===== src/rtl/bcd_pkg.sv =====
// Shared definitions for the BCD multiplexed-display scan controller.
package bcd_pkg;

  localparam int         BCD_W   = 4;
  localparam logic [3:0] BCD_MAX = 4'd9;

  typedef enum logic [0:0] {
    IDLE = 1'b0,
    SCAN = 1'b1
  } scan_state_e;

  // True when a nibble is a legal BCD digit (0..9).
  function automatic logic bcd_nibble_ok(input logic [BCD_W-1:0] nibble);
    return (nibble <= BCD_MAX);
  endfunction

endpackage


===== src/rtl/bcd_digit_decoder.sv =====
// Combinational 4-to-10 decode of one BCD digit; all-zero when disabled
// or when the code is not a legal digit.
module bcd_digit_decoder
  import bcd_pkg::*;
(
  input  logic             i_en,
  input  logic [BCD_W-1:0] i_code,
  output logic [9:0]       o_onehot
);

  // Decode the active code into a single set bit.
  always_comb begin
    o_onehot = 10'b0;
    if (i_en && bcd_nibble_ok(i_code)) begin
      o_onehot = 10'b00_0000_0001 << i_code;
    end else begin
      o_onehot = 10'b0;
    end
  end

endmodule


===== src/rtl/bcd_scan_controller.sv =====
// Accepts a packed BCD word, rejects it if any nibble is not 0..9, and
// otherwise scans the digits out one at a time, each held for DWELL cycles.
module bcd_scan_controller
  import bcd_pkg::*;
#(
  parameter int DIGITS = 4,
  parameter int DWELL  = 1000
) (
  input  logic                      clk,
  input  logic                      rst_n,
  input  logic                      in_valid,
  output logic                      in_ready,
  input  logic [BCD_W*DIGITS-1:0]   in_bcd,
  input  logic                      loop,
  input  logic                      stop,
  output logic [DIGITS-1:0]         dig_sel,
  output logic [BCD_W-1:0]          dig_code,
  output logic [9:0]                dig_onehot,
  output logic                      scan_busy,
  output logic                      frame_done,
  output logic                      bcd_err
);

  localparam int CNT_W = (DWELL  > 1) ? $clog2(DWELL)  : 1;
  localparam int IDX_W = (DIGITS > 1) ? $clog2(DIGITS) : 1;
  localparam logic [CNT_W-1:0] CNT_LAST = CNT_W'(DWELL - 1);
  localparam logic [IDX_W-1:0] IDX_LAST = IDX_W'(DIGITS - 1);

  scan_state_e               r_state;
  scan_state_e               w_next_state;
  logic [IDX_W-1:0]          r_idx;
  logic [CNT_W-1:0]          r_cnt;
  logic [BCD_W*DIGITS-1:0]   r_word;
  logic                      r_bcd_err;

  logic                      w_handshake;
  logic                      w_word_ok;
  logic                      w_last;
  logic [BCD_W-1:0]          w_cur_code;
  logic [DIGITS-1:0]         w_dig_sel;
  logic [BCD_W-1:0]          w_dig_code;
  logic                      w_busy;
  logic                      w_frame_done;
  logic [9:0]                w_dig_onehot;

  assign w_handshake = in_valid && (r_state == IDLE);
  assign w_last      = (r_idx == IDX_LAST) && (r_cnt == CNT_LAST);
  assign w_cur_code  = r_word[r_idx*BCD_W +: BCD_W];

  // Validate every nibble of the offered word.
  always_comb begin
    w_word_ok = 1'b1;
    for (int i = 0; i < DIGITS; i++) begin
      if (!bcd_nibble_ok(in_bcd[i*BCD_W +: BCD_W])) begin
        w_word_ok = 1'b0;
      end else begin
        w_word_ok = w_word_ok;
      end
    end
  end

  // FSM state register.
  always_ff @(posedge clk or negedge rst_n) begin
    if (!rst_n) begin
      r_state <= IDLE;
    end else begin
      r_state <= w_next_state;
    end
  end

  // FSM next state: stop beats frame completion; loop decides rescan vs idle.
  always_comb begin
    w_next_state = r_state;
    case (r_state)
      IDLE: begin
        if (w_handshake && w_word_ok) begin
          w_next_state = SCAN;
        end else begin
          w_next_state = IDLE;
        end
      end
      SCAN: begin
        if (stop) begin
          w_next_state = IDLE;
        end else if (w_last && !loop) begin
          w_next_state = IDLE;
        end else begin
          w_next_state = SCAN;
        end
      end
      default: w_next_state = IDLE;
    endcase
  end

  // FSM outputs: display drive only while scanning; frame_done masked by stop.
  always_comb begin
    w_dig_sel    = {DIGITS{1'b0}};
    w_dig_code   = 4'd0;
    w_busy       = 1'b0;
    w_frame_done = 1'b0;
    if (r_state == SCAN) begin
      w_dig_sel    = DIGITS'(1'b1) << r_idx;
      w_dig_code   = w_cur_code;
      w_busy       = 1'b1;
      w_frame_done = w_last && !stop;
    end else begin
      w_dig_sel    = {DIGITS{1'b0}};
      w_dig_code   = 4'd0;
      w_busy       = 1'b0;
      w_frame_done = 1'b0;
    end
  end

  // Dwell and digit counters advance only while staying in SCAN; a looped
  // frame wraps naturally to digit 0, and any entry into SCAN starts at zero.
  always_ff @(posedge clk or negedge rst_n) begin
    if (!rst_n) begin
      r_cnt <= '0;
      r_idx <= '0;
    end else if ((r_state == SCAN) && (w_next_state == SCAN)) begin
      if (r_cnt == CNT_LAST) begin
        r_cnt <= '0;
        r_idx <= (r_idx == IDX_LAST) ? '0 : r_idx + IDX_W'(1);
      end else begin
        r_cnt <= r_cnt + CNT_W'(1);
        r_idx <= r_idx;
      end
    end else begin
      r_cnt <= '0;
      r_idx <= '0;
    end
  end

  // Latch accepted words; pulse bcd_err for one cycle on a rejected word.
  always_ff @(posedge clk or negedge rst_n) begin
    if (!rst_n) begin
      r_word    <= '0;
      r_bcd_err <= 1'b0;
    end else begin
      r_bcd_err <= w_handshake && !w_word_ok;
      if (w_handshake && w_word_ok) begin
        r_word <= in_bcd;
      end else begin
        r_word <= r_word;
      end
    end
  end

  bcd_digit_decoder u_decoder (
    .i_en     (w_busy),
    .i_code   (w_dig_code),
    .o_onehot (w_dig_onehot)
  );

  assign in_ready   = (r_state == IDLE);
  assign dig_sel    = w_dig_sel;
  assign dig_code   = w_dig_code;
  assign dig_onehot = w_dig_onehot;
  assign scan_busy  = w_busy;
  assign frame_done = w_frame_done;
  assign bcd_err    = r_bcd_err;

endmodule


===== config.mk =====
export PLATFORM = sky130hd
export DESIGN_NAME = bcd_scan_controller
export DESIGN_NICKNAME = d
export VERILOG_FILES = /design/src/rtl/bcd_pkg.sv /design/src/rtl/bcd_digit_decoder.sv /design/src/rtl/bcd_scan_controller.sv
export SDC_FILE = /design/constraint.sdc
export NUM_CORES = 1
export LEC_CHECK = 0
export ABC_AREA = 1
export CORE_ASPECT_RATIO = 0.5
export CORE_UTILIZATION = 49
export DETAILED_ROUTE_END_ITERATION = 12
export PLACE_DENSITY = 0.79
export SLEW_MARGIN = 10
export SYNTH_ARGS = -nofsm -noshare
export SYNTH_HDL_FRONTEND = slang
export SYNTH_SLANG_ARGS = --single-unit

===== constraint.sdc =====
create_clock -name clk -period 2 [get_ports clk]
set_clock_uncertainty 0.15 [all_clocks]
set_input_delay 0.4 -clock clk [delete_from_list [all_inputs] [get_ports clk]]
set_output_delay 0.4 -clock clk [all_outputs]
set_load 0.05 [all_outputs]

==> results.md, run 1 <==
* Die width at 86.4 µm
* Die Y at 44.2 µm
* H-tree depth at 2
* Post-GRT worst EP: dig_onehot[3]
* Num CTS Buffers at 5
* Synth top area share at 43.0%
* Site row count at 14
* Sequential share of the synthesized area at 43.0%
* Gate Count Post-Synth at 230
* Largest net degree at the start of global routing at 31
* Asr flop ratio synth at 100%
* Yosys reg bits at 30
* Avg Inst Size Synth at 7.59 µm²
* Status: did not finish
* Distinct cell type count after synthesis at 24
* Ys Warns at 0
* Gp weighted congestion at 0.885
* Synth cell count leaders: 78 x nand2_1, 31 x nand3_1, 30 x dfrtp_1
* Syn nets at 256
* Number of flops mapped to enable cells by yosys at 0
* Synthesized cell area at 1750 µm²
* Worst_ep kind: primary output
* Placed insts at 325
* Clk sinks at 30
* Post-DP HPWL at 3380 µm
* # IOs at 43
* Fail Step: global routing
* Initial Util at 54.8%
* Deepest clock path buffer count at 2
* IO Port Bufs at 42
* Top FF cell, synth: dfrtp_1
* Initial antenna violation count at 1
* Area contributors post-synth: dfrtp_1 43%, nand2_1 17%, nand3_1 8.9%
* Log Error: [ERROR DPL-0033] detailed placement checks failed during check placement.
* Root Buffer: clkbuf_8
* Post-synth top area cell: dfrtp_1
* Most common cell in the netlist: nand2_1
-- cells by family after synthesis --
logic type,count (synthesis),synth area share (%)
AO/OA/AOI/OAI,8,3.01
adder cells (fa/ha/maj),5,3.58
XOR/XNOR,5,2.51
flip-flops,30,43.0
AND/OR/NAND/NOR,156,41.0
buffers and inverters,26,6.95
-- through the flow --
step,setup WS [ps],cell area (µm²),hold WS [ps]
global placement,117,2610,311
CTS,-172,2910,331
detailed placement,81.2,2610,315
floorplan,-54.1,1890,-45.6
-- repair_timing --
| action | CTS |
|---|---|
| setup endpoints to repair | 12 |
| resized for setup | 32 |
| hold buffers | 0 |
| setup buffers | 9 |
| pin swaps | 19 |
==> inputs of run 2 (changes only) <==
Settings changed: CORE_ASPECT_RATIO 0.5 to default, CORE_UTILIZATION 49 to 40, PLACE_DENSITY 0.79 to default, PLACE_DENSITY_LB_ADDON from default to 0.15.
==> results.md, run 2 <==
* Gate Count Post-Synth at 230
* Avg Inst Size Synth at 7.59 µm²
* Initial Util at 42.7%
* H-tree depth at 2
* Slowest cell on the critical path: dfrtp_2
* Post-synth top area cell: dfrtp_1
* Status: complete, but fails checks
* Failing checks: setup timing
* Final hold violations at 0
* Initial DRC count at 56
* Maxcap violations at 0
* Required @ worst endpoint at 1450 ps
* Initial antenna violation count at 0
* Top FF cell, synth: dfrtp_1
* Cell area power density at 602 nW/µm²
* Yosys reg bits at 30
* Wirelength, routed at 4520 µm
* Syn nets at 256
* Total grt overflow at 0
* Gp weighted congestion at 0.815
* Area delta synth->final at 69.2%
* Most frequent cells in the layout: 62 x nand2_1, 26 x dfrtp_1, 22 x buf_12
* Startpoint types: flop
* Max Freq at 456 MHz
* Worst reg2reg setup slack at 390 ps
* Crit path largest cell delay at 470 ps
* Vias in the first global route at 1658
* IO Port Bufs at 42
* Fin worst setup slack at -191 ps
* Ys Warns at 0
* Root Buffer: clkbuf_8
* Clock slew at reported path FFs at 60 ps
* Deepest clock path buffer count at 2
* Commonest non-fill, non-tap cell in the layout: nand2_1
* TritonCTS clock tree: built
* Number of fill cells at 292
* Most common cell in the netlist: nand2_1
* Nets at 319
* # IOs at 43
* Worst path buffer plus inverter count at 3
* Synth cell count leaders: 78 x nand2_1, 31 x nand3_1, 30 x dfrtp_1
* Via count at 1728
* Crit path time final at 2190 ps
* Area contributors post-synth: dfrtp_1 43%, nand2_1 17%, nand3_1 8.9%
* Area of the core at 4090 µm²
* Crit-path cells: buf_6 -> nand2_2 -> nand3_2 -> nand2_4 -> nand3_2 -> buf_6 -> nor2_4 -> buf_12
* Routed Antenna Nets at 0
* Clk sinks at 30
* Asr flop ratio synth at 100%
* Worst slew pin tran at 381 ps
* Synthesized cell area at 1750 µm²
* Pins Over Slew Limit at 0
* Full die area at 4630 µm²
* Worst vdd ir at 0.492 mV
* First-pass GRT wire length at 7280 µm
* Top flop regs: r_word (16), r_cnt (10), r_idx (2)
* Top delay family on crit path: flip-flops
* Vias/cell at 5.02
* Slew headroom at 74.6%
* Setup TNS at -2190 ps
* Leak at 1.37 nW
* Max FO, Critical Path at 6
* RSZ-0062 raised after global routing: yes
* DP Worst Slack at 84.4 ps
* Crit path depth at 8
* Synth top area share at 43.0%
* Class of the worst hold path: reg2reg
* Multi-input gate area at 1140 µm²
* Register area at 756 µm²
* Die width at 68.1 µm
* Largest net degree at the start of global routing at 31
* Critical Path AT at 1640 ps
* WHS Path Cells at 2
* Post-route clock period utilization at 110%
* Sequential share of the synthesized area at 43.0%
* GR Util All Layers at 21.4%
* Worst setup path class: reg2out
* Drt first pass iters at 4
* Worst R2R Path Depth at 7
* Num CTS Buffers at 5
* Worst-skew pair later-pin latency at 280 ps
* Distinct cell type count after synthesis at 24
* Hold WS at 329 ps
* Setup crit end kind: output port
* Top reg by flops: r_word
* DRC viols at 0
* Number of flops mapped to enable cells by yosys at 0
* Share of cells above drive strength 1 at 39.8%
* Die Y at 68.1 µm
* Final setup viols at 16
* ANT cells at 0
* Site row count at 23
* WL per Instance at 13.1 µm
* Max reg flops at 16
* Post-DP HPWL at 3120 µm
## run 2: cell counts after synthesis
No cell type changed its count.
## run 2: worst reg2reg max path, stage by stage (launching register included)
cell and delay [ps]:
dfrtp_1 390, ha_2 200, nand2_2 120, nor2_4 60, buf_4 140, nand2_1 150, nand3_2 200, nor2_1 140
## run 2: area by class of cell
cell class	count	share of cell area (%)
Clock buffer	7	2.92
Clock inverter	1	0.169
Inverter	21	3.60
Multi-Input combinational cell	174	38.6
Sequential cell	30	25.6
Tap cell	50	2.12
Timing Repair Buffer	60	26.8
Timing Repair inverter	1	0.254
## run 2: final timing paths
check                           from       endpoint
setup / recovery            r_idx[0]  dig_onehot[2]
max in group asynchronous      rst_n       r_idx[0]
hold / removal             r_word[1]      r_word[1]
min in group asynchronous      rst_n       r_cnt[2]
setup reg to reg            r_cnt[1]       r_cnt[6]
hold reg to reg            r_word[1]      r_word[1]
## run 2: timing repair
action | 4_1_cts | 5_1_grt
setup endpoints to repair | 12 | 17
hold buffers | 0 | 0
gates resized for setup | 32 | 17
pin swaps | 17 | 14
cloned | 0 | 1
setup buffers | 6 | 2
## run 2: cells by family after synthesis
kind of cell,count (synthesis),share of synthesized area [%]
flip-flops,30,43.0
buffers and inverters,26,6.95
adder cells (fa/ha/maj),5,3.58
XOR/XNOR,5,2.51
AO/OA/AOI/OAI,8,3.01
AND/OR/NAND/NOR,156,41.0
## run 2: routing by layer
metal	routed length, µm	track usage, %	part of all wire, %	vias to the layer above
met5	0	0	0	-
met2	2190	33.9	48	54
met4	94	9.90	2.1	0
met1	1970	27.0	44	802
li1	-	-	-	859
met3	269	5.83	6.0	13
## run 2: stage by stage
step	std cells	area (µm²)	util (%)	total power, W
6_report	344	2960	72.3	0.00178
5_1_grt	344	2960	72.3	0.00187
4_1_cts	342	2900	70.9	0.00177
3_5_place_dp	328	2630	64.3	0.00123
3_3_place_gp	328	2630	64.3	0.00122
2_1_floorplan	230	1890	-	0.00103
## run 2: power by group
group          leakage (nW)  internal, W  switching, W
clock                0.0482     0.000277      0.000224
sequential            0.388     0.000700     0.0000821
combinational         0.933     0.000208      0.000288
total                  1.37      0.00119      0.000594
Note: power is estimated with default switching activity, not from simulation.
